### src/rtl/timing_ir_unit.sv
// timing_ir_unit: cycle-timing and instruction-register stage feeding the instruction decoder.
//
// Owns the 3-bit instruction cycle counter and the 8-bit IR. The decoder consumes cycle/IR and
// returns I_cycle (advance) and R_cycle (start new instruction). After reset the unit holds
// the CPU in a start-up state for RESET_CYCLES ready edges. A runaway cycle count is treated as
// a fault: the IR is forced to RESET_OPCODE and a sticky error flag is raised.
//
// Ports:
//   clk_ph2      in   clock, phase 2; all state updates on posedge
//   rst          in   synchronous, active-low reset
//   I_cycle      in   decoder request: increment cycle counter
//   R_cycle      in   decoder request: reset cycle counter, load new opcode
//   rdy          in   1 = advance, 0 = freeze state (bus wait)
//   dl_in        in   data latch output, opcode byte when R_cycle is sampled
//   cycle        out  current instruction cycle
//   IR           out  instruction register
//   sync         out  high for the one cycle after a new opcode is loaded
//   single_byte  out  IR low nibble is 8 or A
//   startup      out  high while in the start-up state
//   cyc_err      out  sticky: I_cycle was seen with cycle at MAX_CYCLE
module timing_ir_unit #(
  parameter int unsigned RESET_CYCLES = 2,
  parameter int unsigned MAX_CYCLE    = 7,
  parameter logic [7:0]  RESET_OPCODE = 8'h00
) (
  input  logic       clk_ph2,
  input  logic       rst,
  input  logic       I_cycle,
  input  logic       R_cycle,
  input  logic       rdy,
  input  logic [7:0] dl_in,
  output logic [2:0] cycle,
  output logic [7:0] IR,
  output logic       sync,
  output logic       single_byte,
  output logic       startup,
  output logic       cyc_err
);

  localparam logic [2:0] MaxCycle    = 3'(MAX_CYCLE);
  localparam logic [3:0] StartupLast = 4'(RESET_CYCLES - 1);

  typedef enum logic [0:0] {StStartup, StRun} state_e;

  state_e     state_q, state_d;
  logic [3:0] cnt_q, cnt_d;
  logic [2:0] cycle_q, cycle_d;
  logic [7:0] ir_q, ir_d;
  logic       sync_q, sync_d;
  logic       startup_q, startup_d;
  logic       err_q, err_d;

  always_comb begin
    state_d = state_q;
    cnt_d   = cnt_q;
    cycle_d = cycle_q;
    ir_d    = ir_q;
    sync_d  = 1'b0;
    err_d   = err_q;

    case (state_q)
      StStartup: begin
        // Decoder requests are ignored until the start-up count completes.
        cycle_d = 3'd0;
        ir_d    = RESET_OPCODE;
        if (rdy) begin
          cnt_d = cnt_q + 4'd1;
          if (cnt_q == StartupLast) begin
            state_d = StRun;
          end
        end
      end
      StRun: begin
        if (!rdy) begin
          // Bus wait: hold everything, sync drops.
        end else if (R_cycle) begin
          cycle_d = 3'd0;
          ir_d    = dl_in;
          sync_d  = 1'b1;
        end else if (I_cycle) begin
          if (cycle_q >= MaxCycle) begin
            // Runaway instruction: no wrap with the stale opcode; force the decoder
            // down its default re-fetch path instead.
            err_d   = 1'b1;
            cycle_d = 3'd0;
            ir_d    = RESET_OPCODE;
          end else begin
            cycle_d = cycle_q + 3'd1;
          end
        end
      end
      default: state_d = StStartup;
    endcase

    startup_d = (state_d == StStartup);
  end

  always_ff @(posedge clk_ph2) begin
    if (!rst) begin
      state_q   <= StStartup;
      cnt_q     <= 4'd0;
      cycle_q   <= 3'd0;
      ir_q      <= RESET_OPCODE;
      sync_q    <= 1'b0;
      startup_q <= 1'b1;
      err_q     <= 1'b0;
    end else begin
      state_q   <= state_d;
      cnt_q     <= cnt_d;
      cycle_q   <= cycle_d;
      ir_q      <= ir_d;
      sync_q    <= sync_d;
      startup_q <= startup_d;
      err_q     <= err_d;
    end
  end

  assign cycle       = cycle_q;
  assign IR          = ir_q;
  assign sync        = sync_q;
  assign startup     = startup_q;
  assign cyc_err     = err_q;
  assign single_byte = (ir_q[3:0] == 4'h8) || (ir_q[3:0] == 4'hA);

endmodule

### config.mk
export PLATFORM = sky130hd
export DESIGN_NAME = timing_ir_unit
export DESIGN_NICKNAME = d
export VERILOG_FILES = /design/src/rtl/timing_ir_unit.sv
export SDC_FILE = /design/constraint.sdc
export NUM_CORES = 1
export LEC_CHECK = 0
export CORE_MARGIN = 1
export CORE_UTILIZATION = 25
export DETAILED_ROUTE_END_ITERATION = 16
export PLACE_DENSITY_LB_ADDON = 0.1
export SYNTH_ARGS = -nofsm -noshare
export SYNTH_HDL_FRONTEND = slang
export SYNTH_SLANG_ARGS = --single-unit
### constraint.sdc
create_clock -name clk_ph2 -period 3.6 [get_ports clk_ph2]
set_clock_uncertainty 0.05 [all_clocks]
set_input_delay 0.36 -clock clk_ph2 [delete_from_list [all_inputs] [get_ports clk_ph2]]
set_output_delay 0.36 -clock clk_ph2 [all_outputs]
set_load 0.05 [all_outputs]
### Yosys cells after proc, flatten, opt, wreduce, memory -nomap -nowiden

Cells that the tools add are included.
W data, S select, Z words.

* word-level logic and storage cells: 39
* bits of input ports: 13
* memories kept: 0
* output and inout port bits: 15
* ROM bits: 0
* flip-flop bits (word level): 19
* bits in writable memories: 0
* latch bits: 0

* multiplexer cells: 14
* divide/modulo/power cells: 0
* reductions and logical operators: 6
* equal/unequal tests: 6
* shift operators: 0
* add/subtract/negate cells: 2
* bitwise gates (word level): 3
* multipliers: 0
* $lt $le $gt $ge: 1

Operators by type and width (number)
* $mux W8: 4
* $pmux W8 S2: 1
* $mux W3: 4
* $eq A4 B4 Y1 const B: 2
* $pmux W3 S2: 1
* $reduce_and A3 Y1: 2
* $reduce_and A5 Y1: 1
* $add A4 B1 Y4 const B: 1
* $eq A4 B1 Y1 const B: 1
* $mux W1: 4
* $reduce_and A2 Y1: 2
* $add A3 B1 Y3 const B: 1
* $ge A3 B3 Y1 const B: 1
* $ne A3 B2 Y1 const B: 1
* $ne A3 B3 Y1 const B: 1
* $not A1 Y1: 3
* $ne A2 B2 Y1 const B: 1
* $logic_or A1 B1 Y1: 1

### Depth between registers and ports, before layout

* word-level depth: 6
* gate-level depth with buffers: 6
* depth with buffers taken out: 5

### Worst setup path before layout

No wires, ideal clock.

* path kind: flip-flop to output port
* start: register ir_q[3] (netlist: IR[3])
* end: output port single_byte
* required time: 3.190 ns
* buffers on the path: 0
* arrival time: 1.850 ns
* setup slack: 1.340 ns
* cell stages (with the launch flop): 2
* cells stage by stage: dfxtp_1 nor3b_1

* longest elaborated chain between the ends: 2
* elaborated cells between the ends (all ways): 3
* classes of those cells: eq/ne: 2; reduce/logical: 1

Ends and longest elaborated chain
* start: declaration: line 48 `logic [7:0] ir_q, ir_d;`
* start signal: assignment: line 111 `ir_q <= ir_d;`
* $eq A4 B4 Y1: line 123 `assign single_byte = (ir_q[3:0] == 4'h8) || (ir_q[3:0] == 4'hA);`
* $logic_or A1 B1 Y1 *: line 123
* end: declaration: line 35 `output logic single_byte,`

Mark *: on every way between the ends. The rest lies on a longest branch, timed or not.

### Worst setup path in the final report

Ends and elaborated chain as after synthesis.

==> flow_metrics.py <==
metrics = {
    "synthesis": {
        "syn_inst": 93,
        "syn-cell-area_um2": 852,
        "synth.avg_cell_area_um2": 9.16,
        "yosys_warnings": 0,
        "ys_ff_latch": 19,
        "synth.yosys.seq_area_share_pct": 44.6,
        "ys_top_cells_by_area": "dfxtp_1, mux2i_1, nand2_1",
        "yosysUniqueCellTypes": 31,
        "yosysTopAreaCellShare_pct": 44.6,
        "synth_area_leader_cell": "dfxtp_1",
        "syn_nets": 110,
    },
    "grt": {
        "grt_overflow": 0,
        "grt_pass1_wl_um": 3060,
        "grt_max_degree": 14,
        "grt_pass1_vias": 695,
        "grtUsageTotal_pct": 11.5,
        "grt_antenna_before_repair": 0,
    },
    "timing": {
        "period_share_pct": 57.3,
        "setup-tns-final_ps": 0,
        "max-slew-margin-rel_pct": 67.9,
        "fin_crit_ps": 2060,
        "tightest_slew_ps": 469,
        "finalSetupViolations": 0,
        "hold_viol": 0,
        "rsz0062_at_grt": "no",
        "max_freq_mhz": 485,
        "setup_ws_ps": 1540,
        "maxSlewViolCount": 0,
    },
    "power_and_ir_drop": {
        "powerDensity_nw_per_um2": 333,
        "leakage_nw": 0.408,
        "max-vdd-ir-drop_uv": 103,
    },
    "die": {
        "die_x_um": 60.4,
        "initial_core_util_pct": 27.0,
        "pin_count": 28,
        "die_y_um": 60.4,
        "core_region_area_um2": 3150,
        "die_area_um2": 3650,
        "placementRows": 20,
    },
    "routing": {
        "antenna_left": 0,
        "drt-pass1-iter-count": 4,
        "drc": 0,
        "avgRoutedWirePerCell_um": 11.2,
        "vias": 717,
        "dr.first_iter.drc_count": 15,
        "routed_wl_um": 1840,
        "vias_per_cell": 4.37,
    },
    "layout": {
        "area_growth_pct": 38.3,
        "fillers": 344,
        "postLayoutCoreUtil_pct": 37.4,
        "finalNonFillerCells": 164,
        "final_net_count": 138,
        "drive_gt1_share_pct": 5.83,
        "n_antenna_cell": 0,
    },
    "place": {
        "hpwl_um": 1330,
        "port_buffers": 27,
        "post-place-cells": 160,
        "gp_congestion": 0.818,
        "pre_cts_ws_ps": 1600,
    },
    "min_path": {
        "hold_class": "reg2reg",
    },
    "clocking": {
        "post_cts_buffers": 0,
        "hold_buffers": 0,
        "clk_pin_slew_worst_paths_ps": 90,
        "cts_made_buffers": 3,
        "cts_num_sinks": 19,
        "ctsRootBufferMaster": "clkbuf_4",
        "cts_resized": 0,
        "cts_tree": "done",
        "clkLatencyLatePin_ps": 290,
        "cts_buffer_depth": 2,
        "h-tree-depth": 1,
    },
    "worst_setup_path": {
        "crit_fanout": 3,
        "cp_data_arrival_time_ps": 1650,
        "endpoint_kind": "primary output",
        "required_ps": 3190,
        "path_class": "reg2out",
        "cp-start-kind": "flop",
    },
    "run_status": {
        "outcome": "completed",
    },
    "run": {
        "drv_cap": 0,
    },
}
-- final timing paths --
check        slack, ps  cells after the start          end      from
max               1540                      2  single_byte     IR[3]
min                420                      2        IR[5]     IR[5]
max reg2reg       1670                      5        IR[7]  cycle[0]
min reg2reg        420                      2        IR[5]     IR[5]
-- per-layer routing --
layer,part of all wire (%),up-vias,GRT usage [%],wire length (µm)
met4,0.82,0,3.99,15
met1,51,319,15.6,942
met3,5.8,2,2.56,106
li1,-,375,-,-
met2,42,21,17.9,772
met5,0,-,0,0
-- worst max-delay path, stage by stage (launching register included) --
cell and delay, ps:
dfxtp_1 360, nor3b_1 190, clkdlybuf4s50_1 830
-- logic make-up after synthesis --
| logic type | Yosys count | share of synthesized area (%) |
|---|---|---|
| mux | 8 | 9.40 |
| fa+ha+maj | 4 | 5.87 |
| compound gates | 16 | 13.1 |
| buf+inv | 9 | 5.14 |
| simple gates | 35 | 19.8 |
| xor+xnor | 2 | 2.06 |
| flops | 19 | 44.6 |
-- state kept, by name, summed over array words and instances, names as in the netlist --
name,cells
IR,8
cnt_q,4
cyc_err,1
cycle,3
startup,1
state_q,1
sync,1
-- synth_stat cells, drive strengths merged --
library cell and number:
a22o 1, mux2i 8, or3 1, a21oi 4, nand2b 1, inv 5, nand3b 1, a211oi 1
nand2 18, and3 1, dfxtp 19, ha 4, o21ai 3, nor3b 2, o21a 3, and2 1
a2111oi 1, o211ai 1, nor2 3, clkbuf 1, xor2 1, buf 3, nand3 5, o2111ai 2
nor2b 1, nor3 1, xnor2 1
-- layout by cell type (no fill, tap or decap), types with 2 or more instances in the layout --
master,n
a21oi_1,4
clkbuf_4,3
clkdlybuf4s50_1,27
dfxtp_1,19
ha_1,4
inv_1,4
mux2i_1,8
nand2_1,18
nand3_1,5
nor2_1,3
o2111ai_1,2
o21a_1,3
o21ai_0,2
-- report_power, final --
part | internal, mW | switching (mW) | total (mW)
Combinational | 0.0301 | 0.0332 | 0.0633
Clock | 0.0429 | 0.0610 | 0.104
Sequential | 0.217 | 0.00798 | 0.225
Total | 0.290 | 0.102 | 0.392
-- through the flow --
| stage | power, mW | cell area, µm² | hold slack [ps] |
|---|---|---|---|
| 3_3_place_gp | 0.294 | 1150 | 397 |
| 3_5_place_dp | 0.293 | 1150 | 405 |
| 6_report | 0.392 | 1180 | 423 |
| 5_1_grt | 0.416 | 1180 | 445 |
| 2_1_floorplan | 0.269 | 852 | 409 |
| 4_1_cts | 0.399 | 1180 | 423 |
-- area by class of cell --
type	instances	area (µm²)	area share, %
Multi-Input combinational cell	65	428	36.3
Sequential cell	19	380	32.3
Timing Repair Buffer	27	270	22.9
Tap cell	44	55.1	4.67
Clock buffer	4	26.3	2.23
Inverter	5	18.8	1.59
Power figures use the tool's default switching activity.
